==> src/rtl/imem_loader_pkg.sv <==
// Shared types and constants for the instruction-memory loader.
package imem_loader_pkg;

  // Default memory depth in words and the matching words_loaded width.
  localparam int DEPTH_DEF = 32;
  localparam int WL_W      = $clog2(DEPTH_DEF + 1);

  // Load sequencer states.
  typedef enum logic [2:0] {
    ST_IDLE  = 3'd0,
    ST_LEN   = 3'd1,
    ST_DATA  = 3'd2,
    ST_CHECK = 3'd3,
    ST_DONE  = 3'd4,
    ST_ERROR = 3'd5
  } state_e;

  // Byte address of a word index (word index lives in A[31:2]).
  function automatic logic [31:0] word_addr(input logic [WL_W-1:0] idx);
    return {{(30 - WL_W){1'b0}}, idx, 2'b00};
  endfunction

endpackage

==> src/rtl/imem_loader_word_assembler.sv <==
// Little-endian byte-to-word assembler: collects four bytes and presents
// the finished word together with a one-cycle valid pulse on the next cycle.
module imem_loader_word_assembler (
  input  logic        clk,
  input  logic        reset,
  input  logic        clr_i,
  input  logic        push_i,
  input  logic [7:0]  byte_i,
  output logic [1:0]  byte_idx_o,
  output logic        word_valid_o,
  output logic [31:0] word_o
);

  logic [1:0]  idx_q,   idx_d;
  logic [23:0] shift_q, shift_d;
  logic [31:0] word_q,  word_d;
  logic        valid_q, valid_d;

  // Next-state: clear wins, otherwise shift a pushed byte into place.
  always_comb begin
    idx_d   = idx_q;
    shift_d = shift_q;
    word_d  = word_q;
    valid_d = 1'b0;
    if (clr_i) begin
      idx_d   = 2'd0;
      shift_d = 24'd0;
    end else if (push_i) begin
      idx_d   = idx_q + 2'd1;
      shift_d = {byte_i, shift_q[23:8]};
      if (idx_q == 2'd3) begin
        word_d  = {byte_i, shift_q};
        valid_d = 1'b1;
      end else begin
        word_d  = word_q;
      end
    end else begin
      idx_d = idx_q;
    end
  end

  // State register; the finished word holds until the next one completes.
  always_ff @(posedge clk or negedge reset) begin
    if (!reset) begin
      idx_q   <= 2'd0;
      shift_q <= 24'd0;
      word_q  <= 32'd0;
      valid_q <= 1'b0;
    end else begin
      idx_q   <= idx_d;
      shift_q <= shift_d;
      word_q  <= word_d;
      valid_q <= valid_d;
    end
  end

  assign byte_idx_o   = idx_q;
  assign word_valid_o = valid_q;
  assign word_o       = word_q;

endmodule

==> src/rtl/imem_loader.sv <==
// Instruction-memory loader: parses LEN / data / CHK frames from a byte
// stream, writes words into the instruction memory and holds the CPU until
// a checksum-verified image is in place.
module imem_loader
  import imem_loader_pkg::*;
#(
  parameter int DEPTH   = DEPTH_DEF,
  parameter int TIMEOUT = 1000000
) (
  input  logic            clk,
  input  logic            reset,
  input  logic            start,
  input  logic [7:0]      rx_data,
  input  logic            rx_valid,
  output logic            rx_ready,
  output logic            WE,
  output logic [31:0]     WA,
  output logic [31:0]     WD,
  output logic            cpu_hold,
  output logic            done,
  output logic            error,
  output logic [WL_W-1:0] words_loaded
);

  localparam int TO_W = $clog2(TIMEOUT + 1);

  state_e          state_q, state_d;
  logic [WL_W-1:0] len_q,   len_d;
  logic [WL_W-1:0] wl_q,    wl_d;
  logic [31:0]     wa_q,    wa_d;
  logic [7:0]      chk_q,   chk_d;
  logic [TO_W-1:0] to_q,    to_d;
  logic            done_q,  done_d;
  logic            err_q,   err_d;
  logic            hold_q,  hold_d;

  logic            active_s;
  logic            accept_s;
  logic            expire_s;
  logic            asm_clr_s;
  logic            asm_push_s;
  logic [1:0]      asm_idx_s;
  logic            asm_valid_s;
  logic [31:0]     asm_word_s;

  assign active_s   = (state_q == ST_LEN) || (state_q == ST_DATA) || (state_q == ST_CHECK);
  assign accept_s   = rx_valid && active_s;
  assign expire_s   = !accept_s && (to_q == TO_W'(TIMEOUT - 1));
  assign asm_push_s = accept_s && (state_q == ST_DATA);

  imem_loader_word_assembler u_asm (
    .clk          (clk),
    .reset        (reset),
    .clr_i        (asm_clr_s),
    .push_i       (asm_push_s),
    .byte_i       (rx_data),
    .byte_idx_o   (asm_idx_s),
    .word_valid_o (asm_valid_s),
    .word_o       (asm_word_s)
  );

  // Frame sequencing, checksum, word addressing and idle timeout.
  always_comb begin
    state_d   = state_q;
    len_d     = len_q;
    wl_d      = wl_q;
    wa_d      = wa_q;
    chk_d     = chk_q;
    to_d      = to_q;
    done_d    = done_q;
    err_d     = err_q;
    hold_d    = hold_q;
    asm_clr_s = 1'b0;
    if (active_s) begin
      if (accept_s) begin
        to_d = '0;
      end else if (expire_s) begin
        state_d = ST_ERROR;
        err_d   = 1'b1;
      end else begin
        to_d = to_q + TO_W'(1);
      end
    end else begin
      to_d = to_q;
    end
    case (state_q)
      ST_IDLE, ST_DONE, ST_ERROR: begin
        if (start) begin
          state_d   = ST_LEN;
          done_d    = 1'b0;
          err_d     = 1'b0;
          wl_d      = '0;
          chk_d     = 8'd0;
          to_d      = '0;
          hold_d    = 1'b1;
          asm_clr_s = 1'b1;
        end else begin
          state_d = state_q;
        end
      end
      ST_LEN: begin
        if (accept_s) begin
          if ((rx_data == 8'd0) || ({24'd0, rx_data} > 32'(DEPTH))) begin
            state_d = ST_ERROR;
            err_d   = 1'b1;
          end else begin
            len_d   = rx_data[WL_W-1:0];
            state_d = ST_DATA;
          end
        end else begin
          len_d = len_q;
        end
      end
      ST_DATA: begin
        if (accept_s) begin
          chk_d = chk_q ^ rx_data;
          if (asm_idx_s == 2'd3) begin
            wa_d = word_addr(wl_q);
            wl_d = wl_q + WL_W'(1);
            if ((wl_q + WL_W'(1)) == len_q) begin
              state_d = ST_CHECK;
            end else begin
              state_d = ST_DATA;
            end
          end else begin
            wl_d = wl_q;
          end
        end else begin
          chk_d = chk_q;
        end
      end
      ST_CHECK: begin
        if (accept_s) begin
          if (rx_data == chk_q) begin
            state_d = ST_DONE;
            done_d  = 1'b1;
            hold_d  = 1'b0;
          end else begin
            state_d = ST_ERROR;
            err_d   = 1'b1;
          end
        end else begin
          chk_d = chk_q;
        end
      end
      default: begin
        state_d = ST_IDLE;
      end
    endcase
  end

  // State and status registers.
  always_ff @(posedge clk or negedge reset) begin
    if (!reset) begin
      state_q <= ST_IDLE;
      len_q   <= '0;
      wl_q    <= '0;
      wa_q    <= 32'd0;
      chk_q   <= 8'd0;
      to_q    <= '0;
      done_q  <= 1'b0;
      err_q   <= 1'b0;
      hold_q  <= 1'b1;
    end else begin
      state_q <= state_d;
      len_q   <= len_d;
      wl_q    <= wl_d;
      wa_q    <= wa_d;
      chk_q   <= chk_d;
      to_q    <= to_d;
      done_q  <= done_d;
      err_q   <= err_d;
      hold_q  <= hold_d;
    end
  end

  assign rx_ready     = active_s;
  assign WE           = asm_valid_s;
  assign WA           = wa_q;
  assign WD           = asm_word_s;
  assign cpu_hold     = hold_q;
  assign done         = done_q;
  assign error        = err_q;
  assign words_loaded = wl_q;

endmodule

==> config.mk <==
export PLATFORM = sky130hd
export DESIGN_NAME = imem_loader
export DESIGN_NICKNAME = d
export VERILOG_FILES = /design/src/rtl/imem_loader_pkg.sv /design/src/rtl/imem_loader_word_assembler.sv /design/src/rtl/imem_loader.sv
export SDC_FILE = /design/constraint.sdc
export NUM_CORES = 1
export LEC_CHECK = 0
export CORE_MARGIN = 2
export CORE_UTILIZATION = 35
export DETAILED_ROUTE_END_ITERATION = 10
export DONT_BUFFER_PORTS = 1
export PLACE_DENSITY = 0.5
export SLEW_MARGIN = 20
export SYNTH_ARGS = -nofsm -noshare
export SYNTH_HDL_FRONTEND = slang
export SYNTH_HIERARCHICAL = 1
export SYNTH_SLANG_ARGS = --single-unit
==> constraint.sdc <==
create_clock -name clk -period 7.2 [get_ports clk]
set_input_delay 2.16 -clock clk [delete_from_list [all_inputs] [get_ports clk]]
set_output_delay 2.16 -clock clk [all_outputs]
set_load 0.03 [all_outputs]
After elaboration in Yosys (flattened, before gate mapping)
Cells that the tools add are included.
- $add $sub $neg: 3
- $mul: 0
- div/mod/pow operators: 0
- magnitude comparators: 1
- equality and inequality tests: 14
- shift operators: 0
- mux-type cells: 50
- bitwise logic cells: 3
- reduce and logical (&&, ||, !) cells: 19
- operators with widths (kind ; count):
    20-bit 2-to-1 mux ; 5
    24-bit 2-to-1 mux ; 2
    3-bit 2-to-1 mux ; 9
    1-bit 2-to-1 mux ; 21
    20-bit by 1-bit adder with 20-bit output, second input constant ; 1
    20-bit == test, second input constant ; 1
    6-bit 2-to-1 mux ; 3
    8-bit 2-to-1 mux ; 2
    8-bit one-hot mux with 2 select lines ; 1
    3-bit one-hot mux with 4 select lines ; 1
    6-bit one-hot mux with 2 select lines ; 1
    3-bit AND reduction ; 4
    8-bit == test ; 1
    8-bit by 6-bit greater-than comparator with 1-bit output, second input constant ; 1
    8-bit zero test ; 1
    4-bit AND reduction ; 2
    8-bit XOR ; 1
    6-bit by 1-bit adder with 6-bit output, second input constant ; 1
    3-bit by 2-bit == test with 1-bit output, second input constant ; 2
    3-bit == test, second input constant ; 2
    6-bit == test ; 1
    2-bit inequality test, second input constant ; 3
    2-bit nonzero test ; 3
    2-bit 2-to-1 mux ; 2
    12 further kinds ; 19
- bits in registers: 111
- bits in latches: 0
- memory bits (writable): 0
- bits in read-only memories: 0
- output and inout bits: 75
- logic and storage cells: 103
- memories: 0

Logic depth before layout (Yosys ltp)
Gate-level depths: netlist of run 1.
- depth after elaboration: 12
- depth in mapped cells: 9

Hierarchy
Netlist of run 1, hierarchy kept.
- by module, submodules not included (module ; times used ; cells an instance ; area an instance (µm²) ; seq. area each (µm²)):
    imem_loader ; 1 ; 329 ; 2997.9 ; 1302.5
    imem_loader_word_assembler ; 1 ; 155 ; 2413.6 ; 1476.4

Worst setup path before layout of run 1
OpenSTA, ideal clock, no wires.
- kind: input -> register
- start point: input rx_data[3]
- end point: register len_q[0]
- setup time: 125 ps
- data arrival time: 3704 ps
- required time: 7075 ps
- setup slack: 3371 ps
- stages on the path: 6
- path buffers: 1
- path through: or4_1 -> or3_1 -> nand2_2 -> and2_4 -> buf_12 -> mux2_4
- longest elaborated chain between the ends: 4
- ends and longest elaborated chain (item ; RTL line ; source):
    start: declaration ; imem_loader.sv:13 ; input logic [7:0] rx_data,
    8-bit by 6-bit greater-than comparator with 1-bit output or 8-bit zero test (tied branches) ; imem_loader.sv:103 ; if ((rx_data == 8'd0) || ({24'd0, rx_data} > 32'(DEPTH))) begin
    1-bit logical OR (*) ; imem_loader.sv:103 ;
    1-bit NOT (no line) (*) ; n/a ;
    3-bit AND reduction (no line) (*) ; n/a ;
    end signal: assignment ; imem_loader.sv:166 ; len_q <= len_d;
    end: declaration ; imem_loader.sv:28 ; logic [WL_W-1:0] len_q, len_d;
Mark *: on every way between the ends. The rest lies on a longest branch, timed or not.
A chain may end at the register's enable or synchronous reset.

Worst setup path after layout of run 1
- start point: input rx_valid
- end point: register u_asm.word_q[12] (netlist: u_asm/word_o[12])
- longest elaborated chain between the ends: 3
- ends and longest elaborated chain (item ; RTL line ; source):
    start: declaration ; imem_loader.sv:14 ; input logic rx_valid,
    1-bit logical AND ; imem_loader.sv:47 ; assign accept_s = rx_valid && active_s;
    1-bit logical AND ; imem_loader.sv:49 ; assign asm_push_s = accept_s && (state_q == ST_DATA);
    3-bit AND reduction (no line) ; n/a ;
    end signal: assignment ; imem_loader_word_assembler.sv:52 ; word_q <= word_d;
    end: declaration ; imem_loader_word_assembler.sv:16 ; logic [31:0] word_q, word_d;
No other way between the ends.

==> results.py, run 1 <==
metrics = {
    "detailed_routing": {
        "wl_per_cell_um": 16.61,
        "antenna_left": 0,
        "wl_um": 11060,
        "vias": 3360,
        "first_pass_iters": 4,
        "drtIter0Drc": 167,
        "viasPerCell": 5.045,
        "drc": 0,
    },
    "placement": {
        "dp_cells": 651,
        "port-buffer-count": 0,
        "placed_cell_area_um2": 5419,
        "dp_slack_ns": 2.694,
        "place_hpwl_um": 7351,
        "place_congestion": 0.7452,
    },
    "clocking": {
        "cts.path.max_buffers": 2,
        "htree_levels": 3,
        "cts_made_buffers": 9,
        "cts_tree": "done",
        "cts_setup_buffers": 0,
        "cts-root-buf": "clkbuf_16",
        "path_clk_slew_ns": 0.07,
        "holdBufCountCts": 0,
        "cts_sinks": 111,
        "clk_latency_ns": 0.35,
        "cts-resized-gates": 0,
    },
    "layout": {
        "drive_above_1_share": 0.1360,
        "fin_area_um2": 5725,
        "nNetsFinal": 489,
        "fillers": 1459,
        "stdcell_count": 666,
        "syn_to_final_growth_pct": 5.803,
        "antennaDiodeCount": 0,
        "final_util": 0.3780,
    },
    "floorplan": {
        "pin_count": 87,
        "die_h_um": 128.3,
        "fp-row-count": 45,
        "die_x_um": 128.3,
        "die_area_um2": 16470,
        "start_util": 0.3573,
        "coreArea_um2": 15150,
    },
    "critical_path": {
        "worst_ep_arrival_time_ns": 4.23,
        "path_max_fanout": 33,
        "cp.required_ns": 7.43,
        "r2r_slack_ns": 3.77,
        "r2r-start": "state_q[1]",
        "worst_setup_path_start_kind": "input pin",
        "rr_endpoint": "u_asm/word_o[12]",
        "r2r_cells": 5,
        "crit_start": "rx_valid",
        "crit_type": "input pin to flop",
        "crit_path_end_kind": "flop",
        "cp-endpoint": "u_asm/word_o[12]",
    },
    "min_path": {
        "hp-class": "flop to flop",
    },
    "pwr": {
        "p_per_area_nw_per_um2": 254.0,
        "peakVddDrop_uv": 121.8,
        "leakage_nw": 2.709,
        "total_power_mw": 1.454,
    },
    "yosys": {
        "ys_ff_latch": 111,
        "yosysUniqueCellTypes": 53,
        "yosysTopAreaCellShare": 0.5087,
        "synth_area_um2": 5411,
        "synthTopCellsByCount": "110 x dfrtp_1, 59 x nor2_1, 37 x nand2_1, 35 x mux2_4, 34 x o21ai_0",
        "async_reset_ff_frac": 1.000,
        "synth_area_per_cell_um2": 11.18,
        "synth-edff-count": 0,
        "synth_top_flop_cell": "dfrtp_1",
        "synth_most_common_cell": "dfrtp_1",
        "synth_top_area_cell": "dfrtp_1",
        "yosysWarnings": 6,
        "yosys-top-cells-area": "dfrtp_1 51%, mux2_4 9.7%, mux2i_1 5.0%",
        "syn_inst": 484,
        "seq_area_frac_synth": 0.5135,
    },
    "sta": {
        "period_minus_slack_ns": 3.997,
        "final.period_utilization": 0.5552,
        "max_freq_mhz": 250.2,
        "relSlewSlack": 0.4178,
        "fin_skew_ns": 0.01128,
        "setup_ws_ns": 3.203,
        "setup_viol": 0,
        "setup_tns_ns": 0,
        "rsz0062_at_grt": "false",
        "hold_viol": 0,
        "whs_ns": 0.5049,
        "tightest_slew_ns": 0.8701,
        "maxSlewViolCount": 0,
    },
    "global_routing": {
        "gr-usage-all-layers": 0.1393,
        "grt_first_pass_wirelength_um": 18180,
        "grt_max_degree": 112,
        "grt.overflow.total": 0,
        "grt_pass1_vias": 3390,
        "antenna_found_initial": 0,
    },
    "run_status": {
        "status": "finished, final reports clean",
    },
    "flow_run": {
        "max_cap_viol_count": 0,
    },
}
## worst min path at each step
stage,startpoint,end,slack (ns),cells after the start
3_3_place_gp,chk_q[4],chk_q[4],0.49,1
5_1_grt,u_asm/shift_q[5],u_asm/word_o[5],0.53,1
3_5_place_dp,u_asm/shift_q[5],u_asm/word_o[5],0.50,1
6_report,chk_q[5],chk_q[5],0.50,1
2_1_floorplan,chk_q[4],chk_q[4],0.47,1
4_1_cts,chk_q[5],chk_q[5],0.51,1
## metal layers
| metal | part of all wire | track usage | vias to the layer above |
|---|---|---|---|
| li1 | - | - | 1600 |
| met1 | 0.45 | 0.1825 | 1677 |
| met2 | 0.46 | 0.2171 | 67 |
| met3 | 0.074 | 0.05281 | 16 |
| met4 | 0.014 | 0.03878 | 0 |
| met5 | 0 | 0 | - |
## cell families (layout without fill, tap and decap cells)
logic type,Yosys count,after routing,synth area share
flops,111,111,0.5135
buf+inv,51,20,0.06613
mux,65,65,0.1533
compound gates,61,61,0.06520
fa+ha+maj,3,3,0.006937
xor+xnor,29,29,0.04694
other cells,1,26,0.0006930
simple gates,163,163,0.1473
## worst max-delay path: stages
cell and delay (ns):
inv_1 0.06, nor2_4 0.52, buf_4 0.42, nand3b_4 0.55, mux2_4 0.49
## sequential cells by signal, summed over array words and instances (netlist names)
register / cells
u_asm/word_o: 32
u_asm/word_valid_o: 1
error: 1
state_q: 3
WA: 6
u_asm/shift_q: 24
cpu_hold: 1
done: 1
u_asm/byte_idx_o: 2
len_q: 6
chk_q: 8
words_loaded: 6
to_q: 20
## layout make-up
class,count,area (µm²),area share
inverters,3,11.26,0.001967
repair buffers,2,15.01,0.002622
well taps,188,235.2,0.04108
clock inverters,6,75.07,0.01311
clock buffers,9,225.2,0.03934
multi-input cells,347,2385,0.4165
flip-flops and latches,111,2779,0.4854
## power breakdown
part	internal (mW)	total, mW	switching [mW]
logic	0.0887	0.229	0.140
registers	0.663	0.714	0.0517
clock network	0.274	0.511	0.237
## layout by cell type (no fill, tap or decap), types with 2 or more instances in the layout
| master | count |
|---|---|
| or3_1 | 6 |
| nor3_1 | 7 |
| o211ai_1 | 2 |
| o21ba_2 | 2 |
| xor2_1 | 11 |
| nor4_1 | 5 |
| mux2_2 | 3 |
| dfrtp_1 | 110 |
| mux2_4 | 35 |
| inv_6 | 3 |
| nand2_1 | 37 |
| nand4_1 | 8 |
| nor2_1 | 59 |
| ha_1 | 3 |
| a31oi_1 | 2 |
| o21ai_0 | 34 |
| xnor2_1 | 18 |
| nor2b_1 | 4 |
| a21oi_1 | 9 |
| clkbuf_16 | 9 |
| o31ai_1 | 3 |
| or4_1 | 2 |
| a21o_1 | 2 |
| nand3_1 | 14 |
| mux2i_1 | 27 |
| conb_1 | 26 |
| buf_4 | 2 |
| and3_1 | 7 |
| inv_1 | 3 |
No activity file was read; power rests on OpenSTA's default activity.
==> inputs of run 2 (changes only) <==
--- a/config.mk
+++ b/config.mk
@@ -9,7 +9,7 @@
 export CORE_UTILIZATION = 35
 export DETAILED_ROUTE_END_ITERATION = 10
 export DONT_BUFFER_PORTS = 1
-export PLACE_DENSITY = 0.5
+export PLACE_DENSITY = 0.52
 export SLEW_MARGIN = 20
 export SYNTH_ARGS = -nofsm -noshare
 export SYNTH_HDL_FRONTEND = slang
==> constraint.sdc (replaced) <==
create_clock -name clk -period 3.6 [get_ports clk]
set_input_delay 1.08 -clock clk [delete_from_list [all_inputs] [get_ports clk]]
set_output_delay 1.08 -clock clk [all_outputs]
set_load 0.03 [all_outputs]
==> run 2 against run 1 <==
Against the previous run:
- routed wire length up 3.3%
- clock skew down 0.0034 ns
- critical path depth down 1
- register-to-register slack worse by 2.9 ns
- via count up 0.36%
- worst hold slack worse by 0.097 ns
- largest power group unchanged
- sequential power up 100%
- design area up 0.33%
- combinational power up 100%
- total power up 100%
- die area unchanged
- non-clock buffer count unchanged
==> results.py, run 2 (synthesis gave the netlist of run 1 again) <==
metrics = {
    "global_routing": {
        "grt_pass1_vias": 3357,
        "grt_max_degree": 112,
        "antenna_found_initial": 0,
        "gr-usage-all-layers": 0.1447,
        "grt.overflow.total": 0,
        "grt_first_pass_wirelength_um": 18440,
    },
    "placement": {
        "place_congestion": 0.7678,
        "dp_slack_ns": 0.8193,
        "place_hpwl_um": 7437,
        "dp_cells": 651,
        "port-buffer-count": 0,
    },
    "clocking": {
        "cts_sinks": 111,
        "cts_made_buffers": 9,
        "cts.path.max_buffers": 2,
        "htree_levels": 3,
        "holdBufCountCts": 0,
        "cts_setup_buffers": 0,
        "cts-root-buf": "clkbuf_16",
        "clk_latency_ns": 0.35,
        "path_clk_slew_ns": 0.08,
        "cts_tree": "done",
        "cts-resized-gates": 0,
    },
    "floorplan": {
        "fp-row-count": 45,
        "die_h_um": 128.3,
        "start_util": 0.3573,
        "die_area_um2": 16470,
        "coreArea_um2": 15150,
        "pin_count": 87,
        "die_x_um": 128.3,
    },
    "critical_path": {
        "r2r-start": "state_q[1]",
        "crit_chain": "or3b_1 -> nor2_4 -> nand3b_4 -> mux2_4",
        "path_max_fanout": 33,
        "cp_slowest_cell": "or3b_1",
        "crit_type": "flop to flop",
        "rr_endpoint": "u_asm/word_o[5]",
        "worst_ep_arrival_time_ns": 2.99,
        "worst_setup_path_start_kind": "flop",
        "max_stage_delay_ns": 0.68,
        "r2r_slack_ns": 0.85,
        "crit_family": "simple AND/OR/NAND/NOR gates",
        "cp_num_buf_inv": 0,
        "r2r_cells": 4,
        "crit_path_end_kind": "flop",
        "cp.required_ns": 3.84,
    },
    "sta": {
        "final.period_utilization": 0.7634,
        "period_minus_slack_ns": 2.748,
        "fin_skew_ns": 0.007894,
        "setup_tns_ns": 0,
        "max_freq_mhz": 363.9,
        "tightest_slew_ns": 0.9272,
        "maxSlewViolCount": 0,
        "relSlewSlack": 0.3796,
        "rsz0062_at_grt": "false",
        "setup_ws_ns": 0.8518,
        "setup_viol": 0,
        "hold_viol": 0,
    },
    "layout": {
        "drive_above_1_share": 0.1378,
        "nNetsFinal": 489,
        "fillers": 1478,
        "syn_to_final_growth_pct": 6.150,
        "stdcell_count": 667,
        "final_common_cell": "dfrtp_1",
        "final_cell_mix": "110 x dfrtp_1, 59 x nor2_1, 37 x nand2_1",
        "multi_input_area_um2": 2379,
        "final_util": 0.3793,
        "largest_reg_flops": 32,
        "regArea_um2": 2779,
        "antennaDiodeCount": 0,
    },
    "pwr": {
        "peakVddDrop_uv": 282.3,
        "total_power_mw": 2.972,
        "p_per_area_nw_per_um2": 517.3,
        "leakage_nw": 2.723,
    },
    "detailed_routing": {
        "viasPerCell": 5.055,
        "antenna_left": 0,
        "drc": 0,
        "drtIter0Drc": 223,
        "vias": 3372,
        "first_pass_iters": 5,
        "wl_per_cell_um": 17.13,
        "wl_um": 11420,
    },
    "flow_run": {
        "max_cap_viol_count": 0,
    },
    "min_path": {
        "hp-class": "input pin to asynchronous set/reset pin",
    },
    "run_status": {
        "status": "finished, final reports clean",
    },
}
run 2: worst max-delay path by stage:
stage               startpoint               end  depth (start not counted)
detailed placement  rx_data[3]          len_q[5]                          5
finish              state_q[1]   u_asm/word_o[5]                          4
CTS                 state_q[1]  u_asm/word_o[16]                          4
global placement    rx_data[3]          len_q[0]                          5
floorplan           rx_data[3]          len_q[0]                          6
global route        state_q[1]   u_asm/word_o[8]                          4
run 2: report_power, final:
group / internal [mW] / switching (mW) / total (mW)
logic: 0.175 / 0.284 / 0.459
clock network: 0.581 / 0.502 / 1.08
registers: 1.32 / 0.106 / 1.43
total: 2.08 / 0.892 / 2.97
run 2: layer usage:
metal / part of all wire / up-vias / track usage
met4: 0.010 / 0 / 0.04008
met5: 0 / - / 0
met3: 0.068 / 11 / 0.04865
li1: - / 1594 / -
met2: 0.47 / 63 / 0.2268
met1: 0.45 / 1704 / 0.1926
run 2: through the flow:
step           area (µm²)  hold WS (ns)
2_1_floorplan        5505        0.4700
3_3_place_gp         5419        0.4894
3_5_place_dp         5419        0.4968
4_1_cts              5744        0.3971
5_1_grt              5744        0.3839
6_report             5744        0.4077
run 2: layout make-up:
class | count | share of cell area
Inverter | 3 | 0.001960
Clock buffer | 10 | 0.04160
Sequential cell | 111 | 0.4838
Multi-Input combinational cell | 347 | 0.4141
Tap cell | 188 | 0.04095
Timing Repair Buffer | 2 | 0.002614
Clock inverter | 6 | 0.01503
run 2: worst register-to-register path, cell delays in order, from the launching register on:
cell,delay (ns)
dfrtp_1,0.52
or3b_1,0.68
nor2_4,0.32
nand3b_4,0.56
mux2_4,0.55
==> inputs of run 3 (changes only) <==
==> constraint.sdc (replaced) <==
create_clock -name clk -period 2.2 [get_ports clk]
set_input_delay 0.66 -clock clk [delete_from_list [all_inputs] [get_ports clk]]
set_output_delay 0.66 -clock clk [all_outputs]
set_load 0.03 [all_outputs]
==> run 3 against run 2 <==
Against the previous run:
- routed wire length decreased by 0.56%
- sequential share of layout area decreased by 1.4 points
- sequential cell count unchanged
- final cell count increased by 3.0%
- die area unchanged
- critical path depth decreased by 1
- largest power group unchanged
==> results.py, run 3 (synthesis gave the netlist of run 1 again) <==
metrics = {
    "layout": {
        "final_util": 0.3905,
        "fillers": 1433,
        "final_common_cell": "dfrtp_1",
        "final_cell_mix": "110 x dfrtp_1, 59 x nor2_1, 37 x nand2_1",
        "regArea_um2": 2779,
        "multi_input_area_um2": 2399,
        "nNetsFinal": 511,
        "fin_area_um2": 5914,
        "antennaDiodeCount": 0,
        "drive_above_1_share": 0.1764,
        "largest_reg_flops": 32,
        "syn_to_final_growth_pct": 9.295,
    },
    "flow_run": {
        "max_cap_viol_count": 0,
    },
    "floorplan": {
        "pin_count": 87,
        "coreArea_um2": 15150,
        "die_area_um2": 16470,
        "fp-row-count": 45,
        "die_h_um": 128.3,
        "start_util": 0.3573,
        "die_x_um": 128.3,
    },
    "clocking": {
        "htree_levels": 3,
        "cts.path.max_buffers": 2,
        "cts_tree": "done",
        "cts_made_buffers": 9,
        "path_clk_slew_ns": 0.07,
        "cts_sinks": 111,
        "cts_setup_buffers": 0,
        "clk_latency_ns": 0.35,
        "cts-root-buf": "clkbuf_16",
    },
    "detailed_routing": {
        "wl_um": 11360,
        "viasPerCell": 4.952,
        "antenna_left": 0,
        "first_pass_iters": 5,
        "vias": 3402,
        "wl_per_cell_um": 16.54,
        "drc": 0,
        "drtIter0Drc": 277,
    },
    "global_routing": {
        "gr-usage-all-layers": 0.1450,
        "grt_pass1_vias": 3359,
        "grt.overflow.total": 0,
        "grt_max_degree": 112,
        "grt_first_pass_wirelength_um": 18500,
        "antenna_found_initial": 0,
    },
    "critical_path": {
        "r2r_slack_ns": 0.20,
        "cp.required_ns": 1.54,
        "r2r_cells": 6,
        "crit_type": "flop to output port",
        "crit_path_end_kind": "output port",
        "worst_setup_path_start_kind": "flop",
        "worst_ep_arrival_time_ns": 1.42,
        "path_max_fanout": 9,
        "rr_endpoint": "u_asm/word_o[7]",
        "r2r-start": "state_q[1]",
        "crit_start": "state_q[2]",
        "cp-endpoint": "rx_ready",
    },
    "pwr": {
        "seqPwrFrac": 0.479,
        "leakage_nw": 2.833,
        "peakVddDrop_uv": 417.4,
        "netSwitchingPower_mw": 1.389,
        "clockPowerShare": 0.331,
        "switching_share": 0.2869,
        "p_comb_frac": 0.189,
        "internal_power_mw": 3.453,
        "p_per_area_nw_per_um2": 818.7,
    },
    "sta": {
        "period_minus_slack_ns": 2.081,
        "rsz0062_at_grt": "false",
        "max_freq_mhz": 480.5,
        "whs_ns": 0.004057,
        "fin_skew_ns": 0.008359,
        "final.period_utilization": 0.9461,
        "maxSlewViolCount": 0,
        "hold_viol": 0,
        "setup_viol": 0,
    },
    "placement": {
        "place_congestion": 0.8208,
        "placed_cell_area_um2": 5618,
        "place_hpwl_um": 7932,
        "port-buffer-count": 0,
    },
    "run_status": {
        "status": "finished, final reports clean",
    },
    "min_path": {
        "hp-class": "input pin to asynchronous set/reset pin",
    },
}
[run 3: routing by layer]
| metal | GRT usage | routed length (µm) | vias to the layer above |
|---|---|---|---|
| met3 | 0.03950 | 510 | 6 |
| li1 | - | - | 1641 |
| met5 | 0 | 0 | - |
| met4 | 0.04266 | 103 | 0 |
| met2 | 0.2225 | 5253 | 61 |
| met1 | 0.2020 | 5492 | 1694 |
[run 3: how the worst min path moves through the flow]
stage          slack (ns)          endpoint
2_1_floorplan        0.36             WA[2]
3_3_place_gp         0.37   u_asm/word_o[3]
3_5_place_dp         0.37   u_asm/word_o[3]
4_1_cts             -0.01   u_asm/word_o[3]
5_1_grt             -0.03  u_asm/word_o[11]
6_report            0.004   u_asm/word_o[3]
[run 3: timing repair]
action | 4_1_cts | 5_1_grt
endpoints found under the hold margin | 99 | 104
setup endpoints to repair | 0 | 4
resized for setup | 0 | 2
[run 3: power by group through the flow]
| stage | registers, mW | logic (mW) | clock network (mW) |
|---|---|---|---|
| after floorplan | 2.30 | 0.724 | 0 |
| after global placement | 2.36 | 0.896 | 0 |
| after detailed placement | 2.36 | 0.907 | 0 |
| after CTS | 2.32 | 0.912 | 1.67 |
| after global routing | 2.34 | 1.02 | 1.75 |
| final | 2.32 | 0.917 | 1.60 |
[run 3: worst max-delay path: stages (launching register included)]
cell and delay [ns]:
dfrtp_1 0.40, buf_4 0.17, o21ba_4 0.30, buf_4 0.20
[run 3: layout make-up]
type,count,area share
Tap cell,188,0.03977
Multi-Input combinational cell,347,0.4055
Sequential cell,111,0.4699
Clock buffer,10,0.03871
Timing Repair Buffer,24,0.03469
Clock inverter,4,0.009520
Inverter,3,0.001904
[run 3: through the flow]
| step | std cells | setup WS, ns | power [mW] | setup TNS, ns |
|---|---|---|---|---|
| 5_1_grt | 687 | 0.05100 | 5.106 | 0 |
| 3_5_place_dp | 673 | -0.09829 | 3.269 | -0.5661 |
| 4_1_cts | 687 | 0.01053 | 4.907 | 0 |
| 2_1_floorplan | 509 | -0.09998 | 3.026 | -0.5999 |
| 3_3_place_gp | 673 | -0.07995 | 3.255 | -0.4754 |
| 6_report | 687 | 0.1187 | 4.842 | 0 |
